## config.mk

```make
export PLATFORM = sky130hd
export DESIGN_NAME = mindfocus_core
export DESIGN_NICKNAME = d
export VERILOG_FILES = /design/src/rtl/mindfocus_core.sv
export SDC_FILE = /design/constraint.sdc
export NUM_CORES = 1
export LEC_CHECK = 0
export BUFFER_PORTS_ARGS = -buffer_cell sky130_fd_sc_hd__buf_2
export CORE_MARGIN = 2
export CORE_UTILIZATION = 50
export DETAILED_ROUTE_END_ITERATION = 10
export PLACE_DENSITY = 0.7
export SLEW_MARGIN = 15
export SYNTH_ARGS = -nofsm -noshare
export SYNTH_HDL_FRONTEND = slang
export SYNTH_SLANG_ARGS = --single-unit
```

## constraint.sdc

```tcl
create_clock -name clock -period 3.6 [get_ports clock]
set_input_delay 0.72 -clock clock [delete_from_list [all_inputs] [get_ports clock]]
set_output_delay 0.72 -clock clock [all_outputs]
set_load 0.02 [all_outputs]
```

## src/rtl/mindfocus_core.sv

```systemverilog
// Memory-sequence game core: the player repeats a stored sequence of button targets.
// It counts hits, misses and per-move timeouts, and it can end on the first miss (sudden death).
module mindfocus_core #(
   parameter int N_BOTOES       = 4,
   parameter int PROF           = 16,
   parameter int TIMEOUT_CICLOS = 5000,
   localparam int WB = $clog2(N_BOTOES),
   localparam int WE = $clog2(PROF),
   localparam int WC = $clog2(PROF + 1),
   localparam int WT = $clog2(TIMEOUT_CICLOS)
) (
   input  logic                clock,
   input  logic                reset,
   input  logic                iniciar,
   input  logic                modo,
   input  logic [WC-1:0]       limite,
   input  logic [N_BOTOES-1:0] botoes,
   input  logic                escreve,
   input  logic [WE-1:0]       endereco,
   input  logic [WB-1:0]       dado,
   output logic                pronto,
   output logic                jogando,
   output logic [WB-1:0]       alvo,
   output logic [WC-1:0]       acertos,
   output logic [WC-1:0]       erros,
   output logic [WE-1:0]       indice,
   output logic                timeout,
   output logic [3:0]          db_estado
);

   typedef enum logic [3:0] {
      INICIAL = 4'd0,
      PREPARA = 4'd1,
      ESPERA  = 4'd2,
      AVALIA  = 4'd3,
      PROXIMA = 4'd4,
      FIM     = 4'd5
   } estado_t;

   estado_t       estado_q;
   logic          pronto_q, jogando_q, timeout_q, modo_q, acerto_q, qualquer_q;
   logic [WC-1:0] acertos_q, erros_q, lim_q, lim_d;
   logic [WE-1:0] indice_q;
   logic [WT-1:0] timer_q;
   logic [WB-1:0] idx_d;
   logic          acerto_d, press_d, ultimo_d;

   logic [WB-1:0] memoria [PROF];

   // Sequence memory is deliberately outside the reset domain so its contents survive reset.
   always_ff @(posedge clock) begin
      if (escreve && (estado_q == INICIAL || estado_q == FIM) && (32'(endereco) < PROF))
         memoria[endereco] <= dado;
   end

   assign alvo = memoria[indice_q];

   always_comb begin
      idx_d = '0;
      for (int i = 0; i < N_BOTOES; i++)
         if (botoes[i]) idx_d = WB'(i);
   end

   assign acerto_d = $onehot(botoes) && (idx_d == alvo);
   assign press_d  = (|botoes) && !qualquer_q;
   assign ultimo_d = (WC'(indice_q) == lim_q - WC'(1));

   always_comb begin
      lim_d = limite;
      if (limite == '0 || 32'(limite) > PROF) lim_d = WC'(PROF);
   end

   always_ff @(posedge clock or negedge reset) begin
      if (!reset) begin
         estado_q   <= INICIAL;
         pronto_q   <= 1'b0;
         jogando_q  <= 1'b0;
         timeout_q  <= 1'b0;
         modo_q     <= 1'b0;
         acerto_q   <= 1'b0;
         qualquer_q <= 1'b0;
         acertos_q  <= '0;
         erros_q    <= '0;
         lim_q      <= '0;
         indice_q   <= '0;
         timer_q    <= '0;
      end else begin
         qualquer_q <= |botoes;
         pronto_q   <= 1'b0;
         case (estado_q)
            INICIAL, FIM: begin
               if (iniciar) begin
                  estado_q  <= PREPARA;
                  jogando_q <= 1'b1;
               end
            end
            PREPARA: begin
               acertos_q <= '0;
               erros_q   <= '0;
               indice_q  <= '0;
               timeout_q <= 1'b0;
               modo_q    <= modo;
               lim_q     <= lim_d;
               timer_q   <= '0;
               estado_q  <= ESPERA;
            end
            ESPERA: begin
               // A press arriving on the expiry cycle still counts as a real move.
               if (press_d) begin
                  acerto_q <= acerto_d;
                  estado_q <= AVALIA;
               end else if (timer_q == WT'(TIMEOUT_CICLOS - 1)) begin
                  acerto_q  <= 1'b0;
                  timeout_q <= 1'b1;
                  estado_q  <= AVALIA;
               end else begin
                  timer_q <= timer_q + WT'(1);
               end
            end
            AVALIA: begin
               if (acerto_q) acertos_q <= acertos_q + WC'(1);
               else          erros_q   <= erros_q + WC'(1);
               estado_q <= PROXIMA;
            end
            PROXIMA: begin
               if (ultimo_d || (modo_q && !acerto_q)) begin
                  estado_q  <= FIM;
                  pronto_q  <= 1'b1;
                  jogando_q <= 1'b0;
               end else begin
                  indice_q <= indice_q + WE'(1);
                  timer_q  <= '0;
                  estado_q <= ESPERA;
               end
            end
            default: begin
               estado_q  <= INICIAL;
               jogando_q <= 1'b0;
            end
         endcase
      end
   end

   assign pronto    = pronto_q;
   assign jogando   = jogando_q;
   assign acertos   = acertos_q;
   assign erros     = erros_q;
   assign indice    = indice_q;
   assign timeout   = timeout_q;
   assign db_estado = estado_q;

endmodule

```

==> run_results.csv <==
group,metric,value,unit
clocking,holdBufCountCts,0,
sta,setup-tns-final,0,ps
worst_setup_path,worstSetupStartpointType,"flop",
detailed_routing,route.met3.wl,438,microns
finish,fin_util,57.4,%
placement,portBuffers,41,
global_route,grt_max_degree,42,
finish,multiInputGateArea,1590,sq um
clocking,clock_path_buffers,2,
die,io_pins,43,
die,initial_core_util,51.1,%
global_route,first_global_vias,2518,
sta,period_needed,3060,ps
worst_setup_path,cp_max_fo,15,
detailed_routing,wire_per_inst,15.7,microns
clocking,cts-resized-gates,0,
synth,synth_edf_count,32,
finish,drive_gt1_share,17.6,%
detailed_routing,wl,7350,microns
clocking,numCtsBuffers,9,
detailed_routing,met2_length,3360,microns
sta,fmax,327,MHz
die,core_area,7210,sq um
power,ir_worst_vdd,235,uV
clocking,clk_latency,350,ps
power,p_total,2.58,mW
clocking,cts_tree,"done",
clocking,cts_root_buf,"clkbuf_8",
global_route,grt_pass1_wl,12400,microns
detailed_routing,wl_met1,3360,microns
clocking,clock-sinks,73,
power,powerDensity,622,nW/um^2
sta,setup_viol_count_final,0,
sta,grt_setup_unrepaired,"false",
placement,hpwlAfterDp,5070,microns
synth,ys_ff_latch,73,
synth,synthTopCellsByArea,"dfrtp_1 (28%), edfxtp_1 (26%), nor2_1 (4.4%), mux4_1 (4.3%), xor2_1 (4.3%)",
synth,synth_cell_types,58,
power,cellLeakagePower,1.73,nW
global_route,overflow,0,
synth,synth_fp_nets,352,
placement,placed_cells,452,
job,max_cap_viol_count,0,
detailed_routing,drt_iter0_markers,139,
sta,fin_worst_skew,9.96,ps
finish,seq_area,1990,sq um
sta,worst_pin_slew,904,ps
detailed_routing,firstDrtPassIters,4,
sta,slew_headroom,39.7,%
synth,synthArstFlopShare,56.2,%
finish,antenna-diode-count,0,
finish,stdcell_count,468,
die,chipHeight,89.9,microns
global_route,antenna_found_initial,0,
die,row_count,31,
detailed_routing,top_layer,"met4",
finish,nFillCells,620,
die,die_area,8080,sq um
synth,netlist_instances,322,
worst_setup_path,critical_path_class,"reg2out",
detailed_routing,drcViolationCount,0,
detailed_routing,viasPerCell,5.53,
global_route,grt_use_total,19.3,%
clocking,h-tree-depth,3,
synth,synth.top_cell.area_share,27.8,%
placement,gp_congestion,0.768,
detailed_routing,final_antenna_net_count,0,
synth,ys_seq_area_share,53.9,%
status,outcome,"completed",
worst_setup_path,crit_path_end_kind,"output port",
synth,synth.most_common_cell,"nor2_1",
die,die_x,89.9,microns
clocking,clkTransAtPathRegs,80,ps
clocking,cts_setup_buffers,0,
synth,synth.largest_area_cell,"dfrtp_1",
finish,nNetsFinal,394,
synth,ys_top_cells_by_count,"nor2_1 (43), dfrtp_1 (41), edfxtp_1 (32)",
finish,synthToLayoutAreaGrowth,12.2,%
sta,maxSlewViolCount,0,
synth,yosysWarningCount,0,
synth,netlist_area,3690,sq um
sta,finalCritPeriodShare,85.1,%
sta,whs,501,ps
synth,ys.flop_type,"dfrtp_1",
hold_path,hold_class,"in2async",
sta,hold_violations,0,
worst_setup_path,cp.required,2880,ps
synth,synth_area_per_cell,11.5,sq um
detailed_routing,dr_total_vias,2586,
worst_setup_path,worstPathArrival,2340,ps
==> placed cells by master (no fill, tap or decap), types with 2 or more instances in the layout <==
master and n:
inv_1 15, a21oi_1 5, nor3_1 6, ha_1 9
nand2b_1 9, nor3b_1 3, clkbuf_8 9, a32oi_1 2
o211ai_1 3, nand2_1 26, nand3b_1 7, nor2b_1 3
buf_2 41, xor2_1 18, xnor2_1 5, mux2i_1 5
o22ai_1 2, mux4_1 6, o21ai_0 14, nand3_1 10
edfxtp_1 32, nand4_1 8, clkinvlp_4 3, a211oi_1 2
dfrtp_1 41, nor2_1 43, and4_1 2, or3_1 2
or4_1 4, a21o_1 3
==> layout make-up <==
cell class,count,share of cell area (%)
flip-flops and latches,73,48.0
multi-input cells,223,38.4
repair buffers,42,5.14
clock buffers,10,3.08
well taps,99,2.99
inverters,15,1.36
clock inverters,6,1.06
==> worst paths after layout <==
path | start | end | slack [ps] | depth (start not counted)
max in group asynchronous | reset | qualquer_q | 2530 | 1
setup / recovery | indice[0] | alvo[0] | 540 | 5
hold reg to reg | modo_q | modo_q | 500 | 2
setup reg to reg | indice[0] | acerto_q | 1250 | 6
min in group clock | modo_q | modo_q | 500 | 2
hold / removal | reset | lim_q[3] | 500 | 1
==> power breakdown <==
part | switching [mW] | internal [mW]
combinational | 0.489 | 0.344
sequential | 0.198 | 0.974
clock | 0.319 | 0.251
total | 1.01 | 1.57
==> metrics by stage <==
| step | area [sq um] | setup WS [ps] |
|---|---|---|
| after floorplan | 3690 | 1240 |
| after global placement | 3970 | 933 |
| after detailed placement | 3970 | 895 |
| after CTS | 4140 | 511 |
| after global routing | 4140 | 394 |
| final | 4140 | 537 |
==> logic make-up (layout without fill, tap and decap cells) <==
group,after synthesis,count (layout),share of synthesized area [%]
compound gates,43,43,8.34
xor+xnor,23,23,5.46
fa+ha+maj,10,10,3.60
buf+inv,26,73,3.05
flops,73,73,53.9
mux,12,12,6.24
other cells,1,1,0.102
simple gates,134,134,19.3
==> critical path, stage by stage (launching register included) <==
cell	delay [ps]
dfrtp_1	760
mux4_2	580
and2_1	170
a211oi_1	200
a21oi_1	90
buf_2	200
==> layer usage <==
layer,GRT usage [%],up-vias
met2,28.7,76
met3,4.36,14
met4,8.72,0
li1,-,1244
met5,0,-
met1,27.4,1252
==> flip-flops by register name, summed over array words and instances, names as in the netlist <==
| signal | flops |
|---|---|
| timer_q | 13 |
| acerto_q | 1 |
| modo_q | 1 |
| acertos | 5 |
| timeout | 1 |
| erros | 5 |
| indice | 4 |
| memoria | 32 |
| qualquer_q | 1 |
| db_estado | 3 |
| pronto | 1 |
| jogando | 1 |
| lim_q | 5 |
(Power assumes the default switching activity.)
